[src/rtl/mem_port_arbiter_if.sv]
`default_nettype none
// ==== mem_port_arbiter_if : requester (I/D) and memory-side signals of mem_port_arbiter | rev 1.0 ====
// slave = arbiter side, master = requesters/memory side.
interface mem_port_arbiter_if #(
  parameter int ADDR_WIDTH = 6,
  parameter int DATA_WIDTH = 32
);
  logic                  i_req_valid;
  logic                  i_req_ready;
  logic [ADDR_WIDTH-1:0] i_req_addr;
  logic                  i_rsp_valid;
  logic [DATA_WIDTH-1:0] i_rsp_data;
  logic                  d_req_valid;
  logic                  d_req_ready;
  logic [ADDR_WIDTH-1:0] d_req_addr;
  logic                  d_req_we;
  logic [DATA_WIDTH-1:0] d_req_wdata;
  logic                  d_rsp_valid;
  logic [DATA_WIDTH-1:0] d_rsp_data;
  logic                  mem_en;
  logic                  mem_we;
  logic [ADDR_WIDTH-1:0] mem_addr;
  logic [DATA_WIDTH-1:0] mem_wdata;
  logic [DATA_WIDTH-1:0] mem_rdata;
  logic                  busy;

  modport slave (
    input  i_req_valid, i_req_addr, d_req_valid, d_req_addr, d_req_we, d_req_wdata, mem_rdata,
    output i_req_ready, i_rsp_valid, i_rsp_data, d_req_ready, d_rsp_valid, d_rsp_data,
           mem_en, mem_we, mem_addr, mem_wdata, busy
  );

  modport master (
    output i_req_valid, i_req_addr, d_req_valid, d_req_addr, d_req_we, d_req_wdata, mem_rdata,
    input  i_req_ready, i_rsp_valid, i_rsp_data, d_req_ready, d_rsp_valid, d_rsp_data,
           mem_en, mem_we, mem_addr, mem_wdata, busy
  );
endinterface
`default_nettype wire

[src/rtl/mem_port_arbiter.sv]
`default_nettype none
// ==== mem_port_arbiter : I-fetch / load-store sharing of one single-port sync memory | rev 1.0 ====
// Round-robin on ties; define MEM_PORT_ARBITER_DPRIO_EN for fixed D priority.
module mem_port_arbiter #(
  parameter int ADDR_WIDTH = 6,
  parameter int DATA_WIDTH = 32,
  parameter int RD_LATENCY = 1
) (
  input  logic                clk,
  input  logic                reset,
  mem_port_arbiter_if.slave   bus
);

  localparam int CNT_W = $clog2(RD_LATENCY + 1);

  generate
    if (RD_LATENCY < 1 || RD_LATENCY > 8) begin : g_bad_latency
      $error("mem_port_arbiter: RD_LATENCY must be in 1..8");
    end
  endgenerate

  typedef enum logic [1:0] {
    S_IDLE  = 2'd0,
    S_ISSUE = 2'd1,
    S_WAIT  = 2'd2,
    S_RESP  = 2'd3
  } state_t;

  state_t                r_state;
  state_t                w_next;
  logic [CNT_W-1:0]      r_cnt;
  logic                  r_last_d;
  logic                  r_owner_d;
  logic                  r_we;
  logic                  r_mem_en;
  logic                  r_mem_we;
  logic [ADDR_WIDTH-1:0] r_mem_addr;
  logic [DATA_WIDTH-1:0] r_mem_wdata;
  logic [DATA_WIDTH-1:0] r_i_data;
  logic [DATA_WIDTH-1:0] r_d_data;
  logic                  r_i_rsp;
  logic                  r_d_rsp;
  logic                  w_idle;
  logic                  w_grant_i;
  logic                  w_grant_d;
  logic                  w_accept;

  // Ready is gated by reset so nothing is offered while reset is held.
  assign w_idle = (r_state == S_IDLE) && reset;

`ifdef MEM_PORT_ARBITER_DPRIO_EN
  assign w_grant_d = bus.d_req_valid;
`else
  assign w_grant_d = bus.d_req_valid && (!bus.i_req_valid || !r_last_d);
`endif
  assign w_grant_i = bus.i_req_valid && !w_grant_d;
  assign w_accept  = w_idle && (w_grant_i || w_grant_d);

  assign bus.i_req_ready = w_idle && w_grant_i;
  assign bus.d_req_ready = w_idle && w_grant_d;
  assign bus.i_rsp_valid = r_i_rsp;
  assign bus.i_rsp_data  = r_i_data;
  assign bus.d_rsp_valid = r_d_rsp;
  assign bus.d_rsp_data  = r_d_data;
  assign bus.mem_en      = r_mem_en;
  assign bus.mem_we      = r_mem_we;
  assign bus.mem_addr    = r_mem_addr;
  assign bus.mem_wdata   = r_mem_wdata;
  assign bus.busy        = (r_state != S_IDLE);

  always_ff @(posedge clk or negedge reset) begin
    if (!reset) begin
      r_state <= S_IDLE;
    end else begin
      r_state <= w_next;
    end
  end

  always_comb begin
    w_next = r_state;
    case (r_state)
      S_IDLE:  if (w_accept) w_next = S_ISSUE;
      S_ISSUE: w_next = r_we ? S_RESP : S_WAIT;
      S_WAIT:  if (r_cnt == '0) w_next = S_RESP;
      S_RESP:  w_next = S_IDLE;
      default: w_next = S_IDLE;
    endcase
  end

  always_ff @(posedge clk or negedge reset) begin
    if (!reset) begin
      r_cnt       <= '0;
      r_last_d    <= 1'b1;
      r_owner_d   <= 1'b0;
      r_we        <= 1'b0;
      r_mem_en    <= 1'b0;
      r_mem_we    <= 1'b0;
      r_mem_addr  <= '0;
      r_mem_wdata <= '0;
      r_i_data    <= '0;
      r_d_data    <= '0;
      r_i_rsp     <= 1'b0;
      r_d_rsp     <= 1'b0;
    end else begin
      // Strobes are registered from the accept so they are high exactly during ISSUE.
      r_mem_en <= w_accept;
      r_mem_we <= w_accept && w_grant_d && bus.d_req_we;
      r_i_rsp  <= (w_next == S_RESP) && !r_owner_d;
      r_d_rsp  <= (w_next == S_RESP) && r_owner_d;

      if (w_accept) begin
        r_owner_d  <= w_grant_d;
        r_last_d   <= w_grant_d;
        r_we       <= w_grant_d && bus.d_req_we;
        r_mem_addr <= w_grant_d ? bus.d_req_addr : bus.i_req_addr;
        // Fetches carry no write data, so mem_wdata keeps the last store's value.
        if (w_grant_d) r_mem_wdata <= bus.d_req_wdata;
      end

      if (r_state == S_ISSUE) begin
        r_cnt <= CNT_W'(RD_LATENCY - 1);
      end else if (r_state == S_WAIT && r_cnt != '0) begin
        r_cnt <= r_cnt - CNT_W'(1);
      end

      if (r_state == S_WAIT && r_cnt == '0) begin
        if (r_owner_d) r_d_data <= bus.mem_rdata;
        else           r_i_data <= bus.mem_rdata;
      end
    end
  end

endmodule
`default_nettype wire

[src/flat_wrapper.sv]
// flat-port wrapper written by rule: the top's interface ports become plain ports
module mem_port_arbiter_flat 
#(
  parameter int ADDR_WIDTH = 6,
  parameter int DATA_WIDTH = 32,
  parameter int RD_LATENCY = 1
)
  (clk, reset, bus_i_req_valid, bus_i_req_addr, bus_d_req_valid, bus_d_req_addr, bus_d_req_we, bus_d_req_wdata, bus_mem_rdata, bus_i_req_ready, bus_i_rsp_valid, bus_i_rsp_data, bus_d_req_ready, bus_d_rsp_valid, bus_d_rsp_data, bus_mem_en, bus_mem_we, bus_mem_addr, bus_mem_wdata, bus_busy);
  mem_port_arbiter_if #(.ADDR_WIDTH(ADDR_WIDTH), .DATA_WIDTH(DATA_WIDTH)) bus_i ();
  input  logic clk;
  input  logic reset;
  input wire logic [$bits(bus_i.i_req_valid)-1:0] bus_i_req_valid;
  input wire logic [$bits(bus_i.i_req_addr)-1:0] bus_i_req_addr;
  input wire logic [$bits(bus_i.d_req_valid)-1:0] bus_d_req_valid;
  input wire logic [$bits(bus_i.d_req_addr)-1:0] bus_d_req_addr;
  input wire logic [$bits(bus_i.d_req_we)-1:0] bus_d_req_we;
  input wire logic [$bits(bus_i.d_req_wdata)-1:0] bus_d_req_wdata;
  input wire logic [$bits(bus_i.mem_rdata)-1:0] bus_mem_rdata;
  output wire logic [$bits(bus_i.i_req_ready)-1:0] bus_i_req_ready;
  output wire logic [$bits(bus_i.i_rsp_valid)-1:0] bus_i_rsp_valid;
  output wire logic [$bits(bus_i.i_rsp_data)-1:0] bus_i_rsp_data;
  output wire logic [$bits(bus_i.d_req_ready)-1:0] bus_d_req_ready;
  output wire logic [$bits(bus_i.d_rsp_valid)-1:0] bus_d_rsp_valid;
  output wire logic [$bits(bus_i.d_rsp_data)-1:0] bus_d_rsp_data;
  output wire logic [$bits(bus_i.mem_en)-1:0] bus_mem_en;
  output wire logic [$bits(bus_i.mem_we)-1:0] bus_mem_we;
  output wire logic [$bits(bus_i.mem_addr)-1:0] bus_mem_addr;
  output wire logic [$bits(bus_i.mem_wdata)-1:0] bus_mem_wdata;
  output wire logic [$bits(bus_i.busy)-1:0] bus_busy;
  assign bus_i.i_req_valid = bus_i_req_valid;
  assign bus_i.i_req_addr = bus_i_req_addr;
  assign bus_i.d_req_valid = bus_d_req_valid;
  assign bus_i.d_req_addr = bus_d_req_addr;
  assign bus_i.d_req_we = bus_d_req_we;
  assign bus_i.d_req_wdata = bus_d_req_wdata;
  assign bus_i.mem_rdata = bus_mem_rdata;
  assign bus_i_req_ready = bus_i.i_req_ready;
  assign bus_i_rsp_valid = bus_i.i_rsp_valid;
  assign bus_i_rsp_data = bus_i.i_rsp_data;
  assign bus_d_req_ready = bus_i.d_req_ready;
  assign bus_d_rsp_valid = bus_i.d_rsp_valid;
  assign bus_d_rsp_data = bus_i.d_rsp_data;
  assign bus_mem_en = bus_i.mem_en;
  assign bus_mem_we = bus_i.mem_we;
  assign bus_mem_addr = bus_i.mem_addr;
  assign bus_mem_wdata = bus_i.mem_wdata;
  assign bus_busy = bus_i.busy;
  mem_port_arbiter #(.ADDR_WIDTH(ADDR_WIDTH), .DATA_WIDTH(DATA_WIDTH), .RD_LATENCY(RD_LATENCY)) u_core (.clk(clk), .reset(reset), .bus(bus_i));
endmodule
[config.mk]
export PLATFORM = sky130hd
export DESIGN_NAME = mem_port_arbiter_flat
export DESIGN_NICKNAME = d
export VERILOG_FILES = /design/src/rtl/mem_port_arbiter_if.sv /design/src/rtl/mem_port_arbiter.sv /design/src/flat_wrapper.sv
export SDC_FILE = /design/constraint.sdc
export NUM_CORES = 1
export LEC_CHECK = 0
export CORE_UTILIZATION = 35
export CTS_CLUSTER_DIAMETER = 60
export DETAILED_ROUTE_END_ITERATION = 12
export PLACE_DENSITY = 0.83
export SYNTH_ARGS = -nofsm -noshare
export SYNTH_HDL_FRONTEND = slang
export SYNTH_SLANG_ARGS = --single-unit
export TNS_END_PERCENT = 5
[constraint.sdc]
create_clock -name clk -period 1.6 [get_ports clk]
set_input_delay 0.32 -clock clk [delete_from_list [all_inputs] [get_ports clk]]
set_output_delay 0.32 -clock clk [all_outputs]
set_load 0.02 [all_outputs]
---- After elaboration in Yosys (flattened, before gate mapping) ----
Cells that the tools add are included.
word-level totals
  bits in registers ....................... 112
  word-level logic and storage cells ...... 52
  output and inout bits ................... 109
cells by class
  equal/unequal tests ..................... 4
  bitwise operators ....................... 2
  multiplexer cells ....................... 7
  add/subtract/negate cells ............... 1
  reductions and logical operators ........ 25
operators by type and width
  operator                                                                number
  1-bit logical AND                                                       13
  2-bit one-hot mux with 4 select lines                                   1
  2-bit equality test (second input constant)                             3
  6-bit two-way mux                                                       1
  2-bit AND reduction                                                     3
  1-bit zero test                                                         4
  2-bit two-way mux                                                       2
  2-bit nonzero test                                                      2
  1-bit two-way mux                                                       3
  2-bit by 1-bit equality test with 1-bit output (second input constant)  1
  2-bit zero test                                                         1
  1-bit logical OR                                                        2
  1-bit inverter                                                          2
  1-bit subtractor (second input constant)                                1

---- Longest topological paths before layout ----
  depth in word-level cells ............... 11
  mapped depth ............................ 6
  depth with buffers taken out ............ 5

---- Worst setup path after synthesis ----
No wires, ideal clock.
  kind .................................... reg-to-reg
  from .................................... register u_core.r_state[0]
  to ...................................... register u_core.r_i_data[0] (netlist: u_core.bus.i_rsp_data[0])
  setup time .............................. 0.125 ns
  clock period less this slack ............ 1.652 ns
  buffers on the path ..................... 1
  cell stages (with the launch flop) ...... 6
  setup slack ............................. -0.052 ns
  arrival ................................. 1.528 ns
  cell sequence ........................... dfrtp_1 > inv_1 > ha_1 > nor3b_2 > buf_2 > mux2_2
on the way
  word-level cells in the longest chain between the ends .. 3
RTL lines
  what                           line                     RTL
  start, declared                mem_port_arbiter.sv:29   state_t r_state;
  start signal, assigned         mem_port_arbiter.sv:75   r_state <= w_next;
  2-bit equality test            mem_port_arbiter.sv:126  if (r_state == S_WAIT && r_cnt == '0) begin
  1-bit logical AND              mem_port_arbiter.sv:126
  2-bit AND reduction (no line)  -
  end signal, assigned           mem_port_arbiter.sv:128  else r_i_data <= bus.mem_rdata;
  end, declared                  mem_port_arbiter.sv:39   logic [DATA_WIDTH-1:0] r_i_data;
No other way between the ends.
A chain may end at the register's enable or synchronous reset.

---- Worst setup path after layout ----
  from .................................... register u_core.r_state[0]
  to ...................................... register u_core.r_i_data[31] (netlist: u_core.bus.i_rsp_data[31])
Same word-level chain as after synthesis.

==> metrics.txt <==
Syn Inst Count=~270; average size of a mapped cell=~17 sq um; Rows=40; slowest stage delay, CP=~0.38 ns; Post-Syn Area=0.004420 sq mm; Tcrit/Tclk final=1.063; critical path's slowest cell=dfrtp_1; die width=roughly 110 microns; Root Buffer=clkbuf_16; Pwr Density=around 2100 mW/mm^2; global-route usage over all layers=0.1844; post-route ant nets=0; CTS Sinks=112; sequential share of the synthesized area=0.6343; synth warn=0; layout cells sized above 1=0.3252; Detail Placement HPWL=between 7 and 8 mm; CTS tree=done; Max FO, Critical Path=8; TritonRoute pass-1 iters=4; Slew Limit Headroom=0.4353; Die Area=between 0.01 and 0.015 sq mm; Max-Cap Viols=0; area added between synthesis and finish=62.24%; dpl cells=631; grt total ovfl=0; Max Transition Viols Final=0; HP Class=in2async; IO Port Bufs=around 190; Routed WL=around 12 mm; WP data arrival=1.92 ns; placed cell areas=approximately 0.0066 sq mm; Crit. End Element=flop; Post-Layout Inst Area=a little over 0.007 sq mm; Vias=around 3.0k; vias in the first global route=3354; Slew @ Worst Pin=about 0.85 ns; Cell Chain, Critical Path=inv_2 -> buf_6 -> ha_4 -> nor3b_4 -> buf_6 -> buf_12 -> buf_12 -> mux2_4; Pwr Total=between 0.015 and 0.02 W; Worst R2R Path Depth=8; Netlist cell types=30; fin crit period=1.700 ns; first-pass GRT wire length=~18 mm; Clock transition at path regs=about 0.07 ns; worst skew pair latency=about 0.34 ns; non-filler cells, final=660; TNS Setup=-2.540 ns; r2r endpoint=u_core.bus.i_rsp_data[31]; Initial DRC Count=85; WP data required=1.82 ns; CP Capture Point=u_core.bus.i_rsp_data[31]; critical register-to-register path startpoint=u_core.r_state[0]; register bit total from synthesis=~110; largest net degree at the start of global routing=69; gp weighted congestion=approximately 0.71; vias per cell=between 4 and 5; Critical Path Start=u_core.r_state[0]; I/O pin total=190; CTS Buf Count=9; setup repair after global routing missed its margin=yes; core area=about 0.012 sq mm; fin util=0.5897; Setup Viol. Count Final=between 60 and 70; violated checks=negative setup slack; Final WS setup=-0.1002 ns; kind of critical path=reg2reg; Clock Path Buffers=2; Crit path depth=8; Initial Util=0.3635; Leak=3.342 nW; CTS HTree Levels=3; crit path launch type=flop; worst reg2reg setup slack=-0.10 ns; Die Height=roughly 110 microns; maximum vdd drop=around 840 uV; drt drc=0; status=finished with violations; Worst Path Buf+Inv=5; WL per Instance=17.44 microns; commonest non-fill, non-tap cell in the layout=dfrtp_1; CP top delay family=buffers and inverters; nets=between 500 and 600; Max Fclk=slightly below 600 MHz; Final Hold Fails=0; most frequent cells in the layout=dfrtp_1, dlygate4sd2_1, clkdlybuf4s50_1, mux2_4, mux2_2; final clock skew=0.004714 ns; syn_nets=roughly 350; Antenna diodes=0; initial antenna violation count=0
cell families (layout without fill, tap and decap cells):
family / Yosys count / count (layout) / synth area share
fa+ha+maj: 4 / 4 / 0.01132
compound gates: 12 / 12 / 0.01840
simple gates: 21 / 21 / 0.02717
buf+inv: 16 / 241 / 0.02859
mux: 102 / 102 / 0.2802
flops: 112 / 112 / 0.6343
area by class of cell:
type / count / area, sq um
fill: 989 / 4990
clock inverter: 4 / 22.52
sequential: 112 / 2805
timing repair buffer: 223 / 2188
clock buffer: 10 / 239.0
inverter: 4 / 15.01
multi-input combinational: 139 / 1692
tap: 168 / 210.2
worst reg2reg max path: cells and delay by family (launching register included):
| family | cells | cell delay (ns) |
|---|---|---|
| simple gates | 1 | 0.20 |
| fa+ha+maj | 1 | 0.12 |
| flops | 1 | 0.38 |
| buf+inv | 5 | 0.56 |
| mux | 1 | 0.32 |
where the power goes:
part / leakage, nW / internal, W / total [W] / switching [W]
Combinational: 1.89 / 0.00419 / 0.00793 / 0.00374
Clock: 0.130 / 0.00107 / 0.00202 / 0.000952
Sequential: 1.32 / 0.00427 / 0.00506 / 0.000790
Total: 3.34 / 0.00953 / 0.0150 / 0.00549
what timing repair did:
action / in CTS / in global routing
gates cloned: 5 / 0
pin swaps: 5 / 2
endpoints found under the setup margin: 194 / 100
buffers inserted: 10 / 1
endpoints found under the hold margin: 0 / 0
gates resized for setup: 179 / 9
hold buffers: 0 / 0
cells in the mapped netlist (all sizes together):
| cell | n | area, sq um |
|---|---|---|
| a21oi | 6 | 30.03 |
| inv | 4 | 15.01 |
| ha | 4 | 50.05 |
| dfrtp | 111 | 2778 |
| buf | 12 | 111.4 |
| o211a | 1 | 10.01 |
| a21boi | 1 | 11.26 |
| nand3b | 1 | 7.510 |
| nor2 | 8 | 30.03 |
| a221oi | 1 | 8.760 |
| dfstp | 1 | 26.28 |
| nor4b | 1 | 8.760 |
| mux2 | 96 | 1179 |
| nor3 | 1 | 5.000 |
| mux2i | 6 | 60.06 |
| o21ai | 1 | 5.000 |
| nand3 | 2 | 10.01 |
| nor3b | 3 | 27.52 |
| and2 | 1 | 6.260 |
| nand2b | 1 | 6.260 |
| and3 | 1 | 11.26 |
| nand2 | 2 | 7.510 |
| a21o | 1 | 7.510 |
| a22o | 1 | 8.760 |
registers in the layout, indices dropped and copies added (netlist names):
name / cells
u_core.bus.d_rsp_data: 32
u_core.bus.d_rsp_valid: 1
u_core.bus.i_rsp_data: 32
u_core.bus.i_rsp_valid: 1
u_core.bus.mem_addr: 6
u_core.bus.mem_en: 1
u_core.bus.mem_wdata: 32
u_core.bus.mem_we: 1
u_core.r_cnt: 1
u_core.r_last_d: 1
u_core.r_owner_d: 1
u_core.r_state: 2
u_core.r_we: 1
routing by layer:
| metal | GRT usage | wire length (microns) | up-vias |
|---|---|---|---|
| met4 | 0.07359 | 193 | 0 |
| li1 | - | - | 1371 |
| met5 | 0 | 0 | - |
| met1 | 0.2108 | 4542 | 1546 |
| met3 | 0.03388 | 455 | 14 |
| met2 | 0.3390 | 6317 | 90 |
how the worst min path moves through the flow:
stage	from	endpoint	cells after the start
6_report	reset	u_core.bus.mem_addr[0]	2
5_1_grt	reset	u_core.bus.mem_addr[0]	2
4_1_cts	reset	u_core.bus.mem_addr[0]	2
3_5_place_dp	reset	u_core.bus.mem_addr[0]	2
3_3_place_gp	reset	u_core.bus.mem_addr[0]	2
2_1_floorplan	reset	u_core.bus.d_rsp_data[0]	0
metrics by stage:
stage / setup WS [ns] / hold slack [ns]
2_1_floorplan: 0.001431 / 0.02441
3_3_place_gp: -0.5251 / 0.4656
3_5_place_dp: -0.5684 / 0.4851
4_1_cts: -0.1092 / 0.1219
5_1_grt: -0.1512 / 0.1422
6_report: -0.1002 / 0.1093
Note: power is estimated with default switching activity, not from simulation.
